**src/rtl/branch_fwd_ctrl.sv**
```systemverilog
// Hazard and forwarding controller for the X-stage branch comparator.
// Tracks producers in the X, M and W slots, selects forwarding paths and stalls D on load-use.
module branch_fwd_ctrl #(
  parameter int REG_AW = 5
) (
  input  logic              clk,
  input  logic              rst_n,
  input  logic              d_valid,
  input  logic [REG_AW-1:0] d_rs1,
  input  logic [REG_AW-1:0] d_rs2,
  input  logic              d_use_rs1,
  input  logic              d_use_rs2,
  input  logic [REG_AW-1:0] d_rd,
  input  logic              d_reg_write,
  input  logic              d_is_load,
  input  logic              hold,
  input  logic              flush,
  output logic              d_ready,
  output logic              load_use,
  output logic              x_valid,
  output logic [1:0]        b_operand1_sel,
  output logic [1:0]        b_operand2_sel
);

  typedef struct packed {
    logic              valid;
    logic [REG_AW-1:0] rs1;
    logic [REG_AW-1:0] rs2;
    logic              use1;
    logic              use2;
    logic [REG_AW-1:0] rd;
    logic              wr;
    logic              load;
  } x_slot_t;

  typedef struct packed {
    logic              valid;
    logic [REG_AW-1:0] rd;
    logic              wr;
    logic              load;
  } mw_slot_t;

  typedef enum logic [1:0] {
    SEL_RF = 2'b00,
    SEL_XM = 2'b10,
    SEL_MW = 2'b11
  } sel_t;

  x_slot_t  x_q;
  mw_slot_t m_q;
  mw_slot_t w_q;

  x_slot_t  d_slot;
  mw_slot_t x_as_mw;

  logic m1_hit, m2_hit, w1_hit, w2_hit;
  logic lu1, lu2;
  sel_t sel1, sel2;

  // A producer matches only if it actually writes a non-zero register.
  function automatic logic slot_hit(input logic              x_ok,
                                    input logic              use_n,
                                    input logic [REG_AW-1:0] rs,
                                    input mw_slot_t          p);
    return x_ok & use_n & p.valid & p.wr & (p.rd != '0) & (p.rd == rs);
  endfunction

  function automatic sel_t pick_sel(input logic m_hit, input logic m_load, input logic w_hit);
    if (m_hit && !m_load) return SEL_XM;
    else if (m_hit)       return SEL_RF;
    else if (w_hit)       return SEL_MW;
    else                  return SEL_RF;
  endfunction

  assign m1_hit = slot_hit(x_q.valid, x_q.use1, x_q.rs1, m_q);
  assign m2_hit = slot_hit(x_q.valid, x_q.use2, x_q.rs2, m_q);
  assign w1_hit = slot_hit(x_q.valid, x_q.use1, x_q.rs1, w_q);
  assign w2_hit = slot_hit(x_q.valid, x_q.use2, x_q.rs2, w_q);

  assign lu1 = m1_hit & m_q.load;
  assign lu2 = m2_hit & m_q.load;

  // NOTE: every signal assigned in always_comb gets a value on every path, so no latch is inferred.
  always_comb begin
    sel1 = SEL_RF;
    sel2 = SEL_RF;
    sel1 = pick_sel(m1_hit, m_q.load, w1_hit);
    sel2 = pick_sel(m2_hit, m_q.load, w2_hit);
  end

  assign load_use       = lu1 | lu2;
  assign d_ready        = ~hold & ~load_use;
  assign x_valid        = x_q.valid;
  assign b_operand1_sel = sel1;
  assign b_operand2_sel = sel2;

  // Flushed or invalid D instructions enter X as an all-zero bubble.
  always_comb begin
    d_slot = '0;
    if (d_valid && !flush) begin
      d_slot.valid = 1'b1;
      d_slot.rs1   = d_rs1;
      d_slot.rs2   = d_rs2;
      d_slot.use1  = d_use_rs1;
      d_slot.use2  = d_use_rs2;
      d_slot.rd    = d_rd;
      d_slot.wr    = d_reg_write;
      d_slot.load  = d_is_load;
    end
  end

  assign x_as_mw = '{valid: x_q.valid, rd: x_q.rd, wr: x_q.wr, load: x_q.load};

  // NOTE: slot registers use non-blocking assignments so W <= M and M <= X all see pre-edge values.
  always_ff @(posedge clk or negedge rst_n) begin
    if (!rst_n) begin
      x_q <= '0;
      m_q <= '0;
      w_q <= '0;
    end else if (hold) begin
      x_q <= x_q;
      m_q <= m_q;
      w_q <= w_q;
    end else if (load_use) begin
      // The branch waits in X; the load advances and a bubble fills M.
      m_q <= '0;
      w_q <= m_q;
    end else begin
      x_q <= d_slot;
      m_q <= x_as_mw;
      w_q <= m_q;
    end
  end

endmodule
```
**config.mk**
```make
export PLATFORM = sky130hd
export DESIGN_NAME = branch_fwd_ctrl
export DESIGN_NICKNAME = d
export VERILOG_FILES = /design/src/rtl/branch_fwd_ctrl.sv
export SDC_FILE = /design/constraint.sdc
export NUM_CORES = 1
export LEC_CHECK = 0
export ABC_CLOCK_PERIOD_IN_PS = 3750
export CAP_MARGIN = 10
export CORE_UTILIZATION = 50
export CTS_CLUSTER_DIAMETER = 30
export DETAILED_ROUTE_END_ITERATION = 16
export PLACE_DENSITY = 0.74
export SYNTH_ARGS = -nofsm -noshare
export SYNTH_HDL_FRONTEND = slang
export SYNTH_SLANG_ARGS = --single-unit
```
**constraint.sdc**
```tcl
create_clock -name clk -period 3.75 [get_ports clk]
set_input_delay 0.9375 -clock clk [delete_from_list [all_inputs] [get_ports clk]]
set_output_delay 0.9375 -clock clk [all_outputs]
set_load 0.005 [all_outputs]
```
Yosys cells after proc, flatten, opt, wreduce, memory -nomap -nowiden
Index checks and enable logic that the tools add are counted.
{"block": "classes", "n_bitwise": 24, "n_reduce_logical": 8, "n_mux": 8, "eq_ne": 4}
{"cell": "$and 1x1->1", "n": 21}
{"cell": "$eq 5x5->1", "n": 4}
{"cell": "$mux 20", "n": 1}
{"cell": "$mux 2", "n": 6}
{"cell": "$reduce_bool 5->1", "n": 2}
{"cell": "$mux 8", "n": 1}
{"cell": "$logic_and 1x1->1", "n": 3}
{"cell": "$logic_not 1->1", "n": 2}
{"cell": "$not 1->1", "n": 2}
{"cell": "$reduce_and 2->1", "n": 1}
{"cell": "$or 1x1->1", "n": 1}
{"block": "totals", "in_bits": 24, "regBits": 35, "output_inout_bits": 7, "word_cells": 59}

Logic depth before layout (Yosys ltp)
{"block": "logic_depth", "word_depth": 9, "ltp_mapped": 8, "mapped_depth_nobuf": 6}

Worst setup path before layout
No wires, ideal clock.
{"block": "synth_path", "path_kind": "flip-flop to output port", "start": "register m_q[3] (netlist name)", "end": "output d_ready", "path_buffers": 1, "stages_incl_launch_ff": 7, "path_slack_ps": 1096, "arrival_ps": 1717, "required_time_ps": 2812, "path_cell_list": "dfrtp_1 -> or4_1 -> o2111ai_2 -> a211oi_1 -> or2_4 -> buf_6 -> inv_1"}
{"block": "synth_between", "elab_chain_cells": 7, "word_cells_on_any_way": 12, "classes_between": "eq/ne: 2; bitwise: 9; reduce/logical: 1"}
{"item": "start, declared", "line_no": "50", "text": "mw_slot_t m_q;"}
{"item": "start signal, assigned", "line_no": "122", "text": "m_q <= m_q;"}
{"item": "start signal, assigned", "line_no": "130", "text": "m_q <= x_as_mw;"}
{"item": "$reduce_bool 5->1", "line_no": "65", "text": "return x_ok & use_n & p.valid & p.wr & (p.rd != '0) & (p.rd == rs);"}
{"item": "$and 1x1->1 (2 in series)", "line_no": "65"}
{"item": "$and 1x1->1 (on tied branches)", "line_no": "80, 81"}
{"item": "$or 1x1->1 (*)", "line_no": "91", "text": "assign load_use = lu1 | lu2;"}
{"item": "$not 1->1 (no line) (*)"}
{"item": "$and 1x1->1 (*)", "line_no": "92", "text": "assign d_ready = ~hold & ~load_use;"}
{"item": "end, declared", "line_no": "18", "text": "output logic d_ready,"}
Mark *: on every way between the ends. The rest lies on a longest branch, timed or not.

Worst setup path after layout
Same ends and word-level chain as after synthesis.

==> run summary <==
Synth async-reset ratio - 100%
Final setup viols - 0
total CTS buffers - 5
min cycle time layout - 3.62 ns
FF-to-FF Start - m_q[3]$_DFFE_PN0N_
Mapped Avg Cell Area - 9.78 um^2
VDD IR-drop max - 0.221 mV
routed len/inst - 13.9 um
setup bufs post-CTS - 0
routability congestion estimate - 0.794
critical path arrival - 2.68 ns
Synth Cell Area - 1760 um^2
Area growth syn-to-layout - 22.5%
number of cells on the critical path - 6
via count of the routed design - 1,352
Mapped Nets - 204
RSZ-0062 raised after global routing - true
largest stage delay on the critical path - 0.63 ns
outcome - complete, no violations
R2R setup slack - 1.56 ns
Final ANT Viol Nets - 0
register area share after synthesis - 49.8%
IO Pins - 31
post-route setup slack - 0.132 ns
Worst-path clk slew - 0.10 ns
switching part of the total - 25.8%
Setup crit start - m_q[3]$_DFFE_PN0N_
CORE AREA - 3360 um^2
Worst-Margin Slew - 0.430 ns
Critical Path RT - 2.81 ns
Yosys warnings - 0
routed vias/inst - 5.28
PD cells - 362 nW/um^2
root buf cell - clkbuf_4
final global-route overflow total - 0
HP Class - flop to flop
DRT iter0 DRCs - 44
clock sinks - 35
largest net degree at the start of global routing - 43
die height - 61.3 um
Synth area leaders - dfrtp_1 50%, o21ai_0 7.7%, nand2_1 6.0%
top cells by count, synth - 35 x dfrtp_1, 28 x nand2_1, 27 x o21ai_0, 19 x o21ai_1, 12 x xnor2_1
residual DRC count - 0
Clk network pwr share - 29.6%
Slew Limit Headroom - 71.4%
Setup WS pre-CTS - 0.499 ns
Setup TNS Final - 0 ns
num rows - 21
Worst Skew - 0.00886 ns
Crit path buffers/inverters - 2
port bufs - 30
antenna diode count - 0
flops & latches, synth - 35
Crit Path Max Fanout - 21
count leader, synth - dfrtp_1
deepest clock path buffer count - 2
Fmax - 276 MHz
H-tree levels - 2
CP Class - flop to output pin
initial antenna violation count - 0
top-area cell type share of the netlist area - 49.8%
leakage power - 0.910 nW
period utilization - 96.5%
first-pass GRT wire length - 6100 um
die area - 3760 um^2
DPL Wire Length - 2510 um
DIE WIDTH - 61.3 um
critical-path cell list - or4_1, o2111ai_4, a211oi_2, or2_4, inv_1, clkdlybuf4s50_1
cells after synthesis - 180
Power Internal - 579 uW
Critical Path End - d_ready
layout cells sized above 1 - 11.4%
Worst-Skew Late Latency - 0.34 ns
final hold viol count - 0
cell taking the most area after synthesis - dfrtp_1
EDFF count, synth - 0
DRT Wirelength - 3560 um
CP endpoint kind - output pin
Worst path top cell family by delay - simple AND/OR/NAND/NOR gates
worst reg2reg path endpoint - x_valid$_DFFE_PN0P_
Primary FF master, synth - dfrtp_1
Initial Utilization - 52.3%
critical path startpoint category - flop
Comb pwr share - 14.9%
max cap viols - 0
vias in the first global route - 1,291
Max Slew Vio Count - 0
P_sw - 202 uW
drt pass-1 iters - 4
Yosys cell types - 27
worst r2r path cells - 5
Overall Global Routing Usage - 23.0%
Final nets - 233
crit path max-delay cell type - or4_1
sequential share of power - 55.5%
CTS tree - built
[logic make-up after synthesis]
group / Yosys count / synth area share, %
AND/OR/NAND/NOR: 52 / 14.3
AO/OA/AOI/OAI: 51 / 15.9
flip-flops: 35 / 49.8
XOR/XNOR: 20 / 9.95
buffers and inverters: 14 / 4.76
multiplexers: 8 / 5.33
[registers in the layout (all words and copies together) (netlist names)]
signal,count
m_q,8
x_q,12
x_valid,1
w_q,7
x_as_mw,7
[cells in the final DEF (no fill, tap or decap)]
cell and instances:
xor2_1 8, o2111ai_4 1, nand3_1 2, o21ai_0 27
or2_4 1, nand2_1 28, o21a_1 1, mux2_4 1
or4_1 2, clkdlybuf4s50_1 30, nor4_1 2, o21ai_1 19
nand2b_1 8, clkbuf_8 2, xnor2_1 12, o2111ai_1 1
buf_4 4, inv_1 2, nor2b_1 1, a211oi_2 1
mux2_2 7, or2_2 2, nor2_1 1, clkbuf_4 5
clkbuf_1 1, nand4_1 2, nor3_1 3, dfrtp_1 35
o2111a_1 1
[worst reg2reg max path, cell delays in order (launching register included)]
cell and delay [ns]:
dfrtp_1 0.45, or4_1 0.63, o2111ai_4 0.27, a211oi_2 0.09, or2_4 0.34, mux2_4 0.32
[layout make-up]
class	instances	area (um^2)
repair buffers	34	330
clock buffers	8	68.8
fillers	300	1210
inverters	2	7.51
well taps	46	57.6
multi-input cells	131	817
flip-flops and latches	35	876
[power by group through the flow]
| stage | Combinational, mW | Clock (mW) | Sequential [mW] |
|---|---|---|---|
| 2_1_floorplan | 0.0719 | 0 | 0.431 |
| 3_3_place_gp | 0.114 | 0 | 0.438 |
| 3_5_place_dp | 0.116 | 0 | 0.440 |
| 4_1_cts | 0.117 | 0.236 | 0.433 |
| 5_1_grt | 0.131 | 0.257 | 0.438 |
| 6_report | 0.116 | 0.231 | 0.434 |
[worst min-delay path by stage]
stage / start / to / slack [ns] / cells after the start
after floorplan: x_as_mw[3]$_DFFE_PN0P_ / x_as_mw[3]$_DFFE_PN0P_ / 0.48 / 2
after global placement: w_q[1]$_DFFE_PN0N_ / w_q[1]$_DFFE_PN0N_ / 0.49 / 1
after detailed placement: w_q[7]$_DFFE_PN0N_ / w_q[7]$_DFFE_PN0N_ / 0.50 / 1
after CTS: w_q[7]$_DFFE_PN0N_ / w_q[7]$_DFFE_PN0N_ / 0.52 / 1
after global routing: w_q[7]$_DFFE_PN0N_ / w_q[7]$_DFFE_PN0N_ / 0.54 / 1
final: w_q[7]$_DFFE_PN0N_ / w_q[7]$_DFFE_PN0N_ / 0.52 / 1
[per-stage QoR]
step	utilization [%]	cell area, um^2	hold WS [ns]	power (mW)	std cells
2_1_floorplan	-	1760	0.479	0.503	180
3_5_place_dp	61.8	2080	0.499	0.557	248
4_1_cts	63.8	2150	0.522	0.785	256
3_3_place_gp	61.8	2080	0.492	0.552	248
5_1_grt	64.1	2160	0.538	0.825	256
6_report	64.1	2160	0.523	0.781	256
[per-layer routing]
metal	vias up	share of wire (%)	track usage (%)
li1	673	-	-
met3	7	4.7	6.51
met2	33	48	34.5
met5	-	0	0
met4	0	2.1	8.89
met1	639	46	32.0
[repair_timing]
| action | 4_1_cts | 5_1_grt |
|---|---|---|
| resized for setup | 0 | 1 |
| endpoints found under the setup margin | 0 | 2 |
| hold buffers | 0 | 0 |
No activity file was read; power rests on OpenSTA's default activity.
